<file path="src/rtl/mem_port_arbiter.sv">
// rtl/mem_port_arbiter.sv - two-requester arbiter in front of a single-port data BRAM
//
// Purpose:
//   Shares one single-port BRAM between the CPU requester (read/write) and the
//   inference readout requester (read-only). One access is outstanding at a time,
//   sequenced by an IDLE -> ISSUE -> (WAIT -> RET) -> IDLE state machine. Every
//   output is a flop.
//
// Ports:
//   clk_i, rst_i                     clock, asynchronous active-high reset
//   cpu_req_i/we_i/addr_i/wdata_i    CPU request; held until cpu_gnt_o
//   cpu_gnt_o, cpu_rvalid_o          single-cycle grant / read-return pulses
//   cpu_rdata_o                      last CPU read data (held)
//   inf_req_i/addr_i                 inference read request; held until inf_gnt_o
//   inf_gnt_o, inf_rvalid_o          single-cycle grant / read-return pulses
//   inf_rdata_o                      last inference read data (held)
//   mem_en_o/we_o/addr_o/wdata_o     BRAM control, valid only in ISSUE
//   mem_rdata_i                      BRAM read data, RD_LAT cycles after mem_en_o
//   busy_o                           state machine is not idle
//
// Build option:
//   ARB_STARVE_GUARD_EN - after STARVE_LIMIT CPU grants with inf_req_i pending,
//   the inference requester wins the next contended arbitration. Without it the
//   CPU has strict priority.

module mem_port_arbiter #(
    parameter int ADDR_W       = 16,
    parameter int DATA_W       = 32,
    parameter int RD_LAT       = 1,
    parameter int STARVE_LIMIT = 8
) (
    input  logic              clk_i,
    input  logic              rst_i,
    input  logic              cpu_req_i,
    input  logic              cpu_we_i,
    input  logic [ADDR_W-1:0] cpu_addr_i,
    input  logic [DATA_W-1:0] cpu_wdata_i,
    output logic              cpu_gnt_o,
    output logic              cpu_rvalid_o,
    output logic [DATA_W-1:0] cpu_rdata_o,
    input  logic              inf_req_i,
    input  logic [ADDR_W-1:0] inf_addr_i,
    output logic              inf_gnt_o,
    output logic              inf_rvalid_o,
    output logic [DATA_W-1:0] inf_rdata_o,
    output logic              mem_en_o,
    output logic              mem_we_o,
    output logic [ADDR_W-1:0] mem_addr_o,
    output logic [DATA_W-1:0] mem_wdata_o,
    input  logic [DATA_W-1:0] mem_rdata_i,
    output logic              busy_o
);

    localparam logic [1:0] S_IDLE  = 2'd0;
    localparam logic [1:0] S_ISSUE = 2'd1;
    localparam logic [1:0] S_WAIT  = 2'd2;
    localparam logic [1:0] S_RET   = 2'd3;

    // WAIT counts down from RD_LAT-1 so that the capture lines up with the BRAM output.
    localparam logic [2:0] LAT_LOAD = 3'(RD_LAT - 1);

    localparam bit PARAMS_OK = (RD_LAT >= 1) && (RD_LAT <= 4) && (STARVE_LIMIT >= 1);

    generate
        if (!PARAMS_OK) begin : g_param_check
            $error("mem_port_arbiter: RD_LAT must be 1..4 and STARVE_LIMIT at least 1");
        end
    endgenerate

    logic [1:0]        state_q, state_d;
    logic [2:0]        cnt_q, cnt_d;
    logic              win_inf_q, win_inf_d;
    logic              we_q, we_d;

    logic              cpu_gnt_q, cpu_gnt_d;
    logic              inf_gnt_q, inf_gnt_d;
    logic              cpu_rvalid_q, cpu_rvalid_d;
    logic              inf_rvalid_q, inf_rvalid_d;
    logic [DATA_W-1:0] cpu_rdata_q, cpu_rdata_d;
    logic [DATA_W-1:0] inf_rdata_q, inf_rdata_d;
    logic              mem_en_q, mem_en_d;
    logic              mem_we_q, mem_we_d;
    logic [ADDR_W-1:0] mem_addr_q, mem_addr_d;
    logic [DATA_W-1:0] mem_wdata_q, mem_wdata_d;
    logic              busy_q, busy_d;

    logic              inf_wins;

`ifdef ARB_STARVE_GUARD_EN
    localparam int SW = $clog2(STARVE_LIMIT + 1);
    localparam logic [SW-1:0] STARVE_MAX = SW'(STARVE_LIMIT);

    logic [SW-1:0] starve_q, starve_d;

    // Counts CPU grants taken while the inference side was waiting; any inference
    // grant, or an idle cycle with no inference request, means it is not starving.
    always_comb begin
        starve_d = starve_q;
        if (inf_gnt_q || (state_q == S_IDLE && !inf_req_i)) begin
            starve_d = '0;
        end else if (cpu_gnt_q && inf_req_i && starve_q != STARVE_MAX) begin
            starve_d = starve_q + 1'b1;
        end
    end

    always_ff @(posedge clk_i or posedge rst_i) begin
        if (rst_i) begin
            starve_q <= '0;
        end else begin
            starve_q <= starve_d;
        end
    end

    assign inf_wins = inf_req_i && (!cpu_req_i || starve_q == STARVE_MAX);
`else
    assign inf_wins = inf_req_i && !cpu_req_i;
`endif

    always_comb begin
        state_d      = state_q;
        cnt_d        = cnt_q;
        win_inf_d    = win_inf_q;
        we_d         = we_q;
        cpu_gnt_d    = 1'b0;
        inf_gnt_d    = 1'b0;
        cpu_rvalid_d = 1'b0;
        inf_rvalid_d = 1'b0;
        cpu_rdata_d  = cpu_rdata_q;
        inf_rdata_d  = inf_rdata_q;
        mem_en_d     = 1'b0;
        mem_we_d     = 1'b0;
        mem_addr_d   = '0;
        mem_wdata_d  = '0;

        case (state_q)
            S_IDLE: begin
                // The BRAM strobes are decided here so they appear, registered,
                // exactly during ISSUE.
                if (cpu_req_i || inf_req_i) begin
                    state_d   = S_ISSUE;
                    mem_en_d  = 1'b1;
                    win_inf_d = inf_wins;
                    if (inf_wins) begin
                        inf_gnt_d  = 1'b1;
                        we_d       = 1'b0;
                        mem_addr_d = inf_addr_i;
                    end else begin
                        cpu_gnt_d   = 1'b1;
                        we_d        = cpu_we_i;
                        mem_we_d    = cpu_we_i;
                        mem_addr_d  = cpu_addr_i;
                        mem_wdata_d = cpu_wdata_i;
                    end
                end
            end
            S_ISSUE: begin
                if (we_q) begin
                    state_d = S_IDLE;
                end else begin
                    state_d = S_WAIT;
                    cnt_d   = LAT_LOAD;
                end
            end
            S_WAIT: begin
                if (cnt_q == 3'd0) begin
                    state_d = S_RET;
                    if (win_inf_q) begin
                        inf_rvalid_d = 1'b1;
                        inf_rdata_d  = mem_rdata_i;
                    end else begin
                        cpu_rvalid_d = 1'b1;
                        cpu_rdata_d  = mem_rdata_i;
                    end
                end else begin
                    cnt_d = cnt_q - 3'd1;
                end
            end
            S_RET: begin
                state_d = S_IDLE;
            end
            default: begin
                state_d = S_IDLE;
            end
        endcase

        busy_d = (state_d != S_IDLE);
    end

    always_ff @(posedge clk_i or posedge rst_i) begin
        if (rst_i) begin
            state_q      <= S_IDLE;
            cnt_q        <= '0;
            win_inf_q    <= 1'b0;
            we_q         <= 1'b0;
            cpu_gnt_q    <= 1'b0;
            inf_gnt_q    <= 1'b0;
            cpu_rvalid_q <= 1'b0;
            inf_rvalid_q <= 1'b0;
            cpu_rdata_q  <= '0;
            inf_rdata_q  <= '0;
            mem_en_q     <= 1'b0;
            mem_we_q     <= 1'b0;
            mem_addr_q   <= '0;
            mem_wdata_q  <= '0;
            busy_q       <= 1'b0;
        end else begin
            state_q      <= state_d;
            cnt_q        <= cnt_d;
            win_inf_q    <= win_inf_d;
            we_q         <= we_d;
            cpu_gnt_q    <= cpu_gnt_d;
            inf_gnt_q    <= inf_gnt_d;
            cpu_rvalid_q <= cpu_rvalid_d;
            inf_rvalid_q <= inf_rvalid_d;
            cpu_rdata_q  <= cpu_rdata_d;
            inf_rdata_q  <= inf_rdata_d;
            mem_en_q     <= mem_en_d;
            mem_we_q     <= mem_we_d;
            mem_addr_q   <= mem_addr_d;
            mem_wdata_q  <= mem_wdata_d;
            busy_q       <= busy_d;
        end
    end

    assign cpu_gnt_o    = cpu_gnt_q;
    assign inf_gnt_o    = inf_gnt_q;
    assign cpu_rvalid_o = cpu_rvalid_q;
    assign inf_rvalid_o = inf_rvalid_q;
    assign cpu_rdata_o  = cpu_rdata_q;
    assign inf_rdata_o  = inf_rdata_q;
    assign mem_en_o     = mem_en_q;
    assign mem_we_o     = mem_we_q;
    assign mem_addr_o   = mem_addr_q;
    assign mem_wdata_o  = mem_wdata_q;
    assign busy_o       = busy_q;

endmodule

</file>
<file path="config.mk">
export PLATFORM = sky130hd
export DESIGN_NAME = mem_port_arbiter
export DESIGN_NICKNAME = d
export VERILOG_FILES = /design/src/rtl/mem_port_arbiter.sv
export SDC_FILE = /design/constraint.sdc
export NUM_CORES = 1
export LEC_CHECK = 0
export BUFFER_PORTS_ARGS = -buffer_cell sky130_fd_sc_hd__buf_4
export CORE_UTILIZATION = 42
export CTS_BUF_LIST = sky130_fd_sc_hd__clkbuf_16
export CTS_CLUSTER_SIZE = 28
export DETAILED_ROUTE_END_ITERATION = 6
export PLACE_DENSITY = 0.76
export REMOVE_ABC_BUFFERS = 1
export SLEW_MARGIN = 20
export SYNTH_ARGS = -nofsm -noshare
export SYNTH_HDL_FRONTEND = slang
export SYNTH_SLANG_ARGS = --single-unit
</file>
<file path="constraint.sdc">
create_clock -name clk_i -period 4 [get_ports clk_i]
set_input_delay 0.4 -clock clk_i [delete_from_list [all_inputs] [get_ports clk_i]]
set_output_delay 0.4 -clock clk_i [all_outputs]
set_load 0.02 [all_outputs]
</file>
==> flow_summary.yaml <==
finish:
  fin_cells: 697
  layout_commonest_cell: "buf_4"
  area_delta_synth_final_pct: 50.2
  n_antenna_cell: 0
  nets: 647
  layout_common_cells: "buf_4 (221), dfrtp_1 (126), mux2_2 (64), and3_1 (33), clkbuf_16 (17)"
  layout-drive-gt1-share_pct: 57.3
place:
  placedCellCount: 665
  gp_congestion: 0.711
  hpwl_mm: 7.63
  io_buffers: 219
die:
  dieArea_mm2: 0.0115
  die_w_um: 107
  start_util_pct: 43.1
  fp-row-count: 38
  io_pins: 220
  fp.coreArea_mm2: 0.0108
  die_h_um: 107
sta:
  setup_tns_ns: 0
  maxSlewViolCount: 0
  hold-worst-slack_ns: 0.125
  fmax_ghz: 0.501
  tightest_slew_ns: 0.732
  slew_headroom_pct: 51.2
  grt_setup_unrepaired: "no"
  finClkSkew_ns: 0.00603
  finalHoldViolations: 0
  min_period_ns: 1.99
  timing.final.crit_share_pct: 49.9
  setup_violations: 0
worst_setup_path:
  worstPathArrival_ns: 2.28
  cp_data_required_time_ns: 4.28
  cp-start-kind: "flip-flop"
  end_kind: "flip-flop"
  criticalPathCategory: "reg -> reg"
  path_max_fanout: 33
global_route:
  antenna_found_initial: 0
  grt_use_total_pct: 20.1
  grt_max_degree: 69
  grt-ovfl-total: 0
  grt_pass1_vias: 3524
  grt_pass1_wl_mm: 17.4
clock_network:
  clk_latency_ns: 0.40
  htree_num_levels: 4
  cts_buffers: 17
  path_clk_slew_ns: 0.06
  post_cts_buffers: 0
  clock-sinks: 126
  cts_hold_buffers: 0
  cts_tree: "yes"
  root_buffer: "clkbuf_16"
  cts.path.max_buffers: 2
  cts_resized: 0
route:
  first_pass_iters: 4
  vias: 3401
  drtIter0Drc: 136
  detail-route-antenna-nets: 0
  wirelength_mm: 10.9
  vias_per_cell: 4.88
  wire_per_inst_um: 15.7
  drc: 0
power:
  powerDensity_mw_per_mm2: 814
  leakagePower_nw: 3.59
  ir_drop_v: 0.000474
logic_synthesis:
  ys_warn_count: 0
  syn_area_mm2: 0.00465
  synth_edf_count: 0
  ys_types: 27
  avgSynthCellArea_um2: 14.4
  synth_seq_area_share_pct: 67.8
  ys_seq_elements: 126
  syn_inst: 324
  synth_flop_cell: "dfrtp_1"
  synthArstFlopShare_pct: 100
job:
  cap_violations: 0
status:
  status: "finished, final reports clean"
min_path:
  hp-class: "in -> async"
## synth_stat cells (3+ instances only)
cell type | count | area (um^2)
dfrtp_1 | 126 | 3150
mux2_2 | 64 | 721
and3_1 | 33 | 206
nor2_1 | 16 | 60.1
a21oi_1 | 13 | 65.1
clkbuf_1 | 11 | 41.3
nand2_1 | 10 | 37.5
nand3b_1 | 9 | 67.6
a22oi_1 | 7 | 52.6
buf_2 | 6 | 30.0
inv_1 | 6 | 22.5
buf_6 | 3 | 33.8
## cells by family after synthesis
group,count (synthesis),synth area share [%]
flip-flops,126,67.8
AO/OA/AOI/OAI,25,3.25
buffers and inverters,27,2.82
AND/OR/NAND/NOR,79,9.90
multiplexers,65,15.7
adder cells (fa/ha/maj),2,0.538
## final cells by class
class | instances | area, um^2
Clock buffer | 17 | 425
Clock inverter | 15 | 155
Fill cell | 837 | 3800
Inverter | 6 | 25.0
Multi-Input combinational cell | 171 | 1380
Sequential cell | 126 | 3150
Tap cell | 140 | 175
Timing Repair Buffer | 222 | 1680
## routing by layer
metal  vias up  global-route usage, %  wire length [um]
met3        16                   7.17              1100
li1       1561                      -                 -
met2       162                   31.8              5280
met5         -                      0                 0
met4         0                   10.5               206
met1      1662                   24.1              4350
## power breakdown
group | switching, mW | internal [mW]
clock network | 0.535 | 0.965
registers | 0.255 | 1.74
logic | 1.14 | 1.05
## final timing paths
kind                                        startpoint                           to  slack, ns  cells after the start
setup / recovery                  cnt_q[0]$_DFFE_PP0P_  cpu_rdata_o[21]$_DFFE_PP0P_       2.01                      6
hold / removal                                   rst_i   inf_rdata_o[0]$_DFFE_PP0P_       0.12                      2
setup reg to reg                  cnt_q[0]$_DFFE_PP0P_  cpu_rdata_o[21]$_DFFE_PP0P_       2.01                      6
hold reg to reg            inf_rdata_o[25]$_DFFE_PP0P_  inf_rdata_o[25]$_DFFE_PP0P_       0.50                      1
max in group asynchronous                        rst_i     mem_wdata_o[1]$_DFF_PP0_       3.07                      3
min in group clk_i                     mem_rdata_i[26]  cpu_rdata_o[26]$_DFFE_PP0P_       0.24                      2
## per-stage QoR
| step | util (%) | area [um^2] | total power, mW | worst slack, ns |
|---|---|---|---|---|
| after floorplan | - | 4540 | 3.20 | 0.244 |
| after global placement | 59.3 | 6400 | 4.15 | 2.10 |
| after detailed placement | 59.3 | 6400 | 4.22 | 2.02 |
| after CTS | 64.7 | 6980 | 5.74 | 2.01 |
| after global routing | 64.7 | 6990 | 5.98 | 1.89 |
| final | 64.7 | 6990 | 5.69 | 2.01 |
## registers in the layout (all words and copies together), names as in the netlist
signal and cells:
cpu_rdata_o 32, inf_rdata_o 32, mem_wdata_o 32, mem_addr_o 16, cnt_q 3, state_q 2, busy_o 1, cpu_gnt_o 1
cpu_rvalid_o 1, inf_gnt_o 1, inf_rvalid_o 1, mem_en_o 1, mem_we_o 1, we_q 1, win_inf_q 1
## critical path, cell delays in order, from the launching register on
cell and delay [ns]:
dfrtp_1 0.40, inv_1 0.07, ha_1 0.15, ha_1 0.23, nor3b_4 0.20, buf_4 0.40, mux2_2 0.39
(Power assumes the default switching activity.)
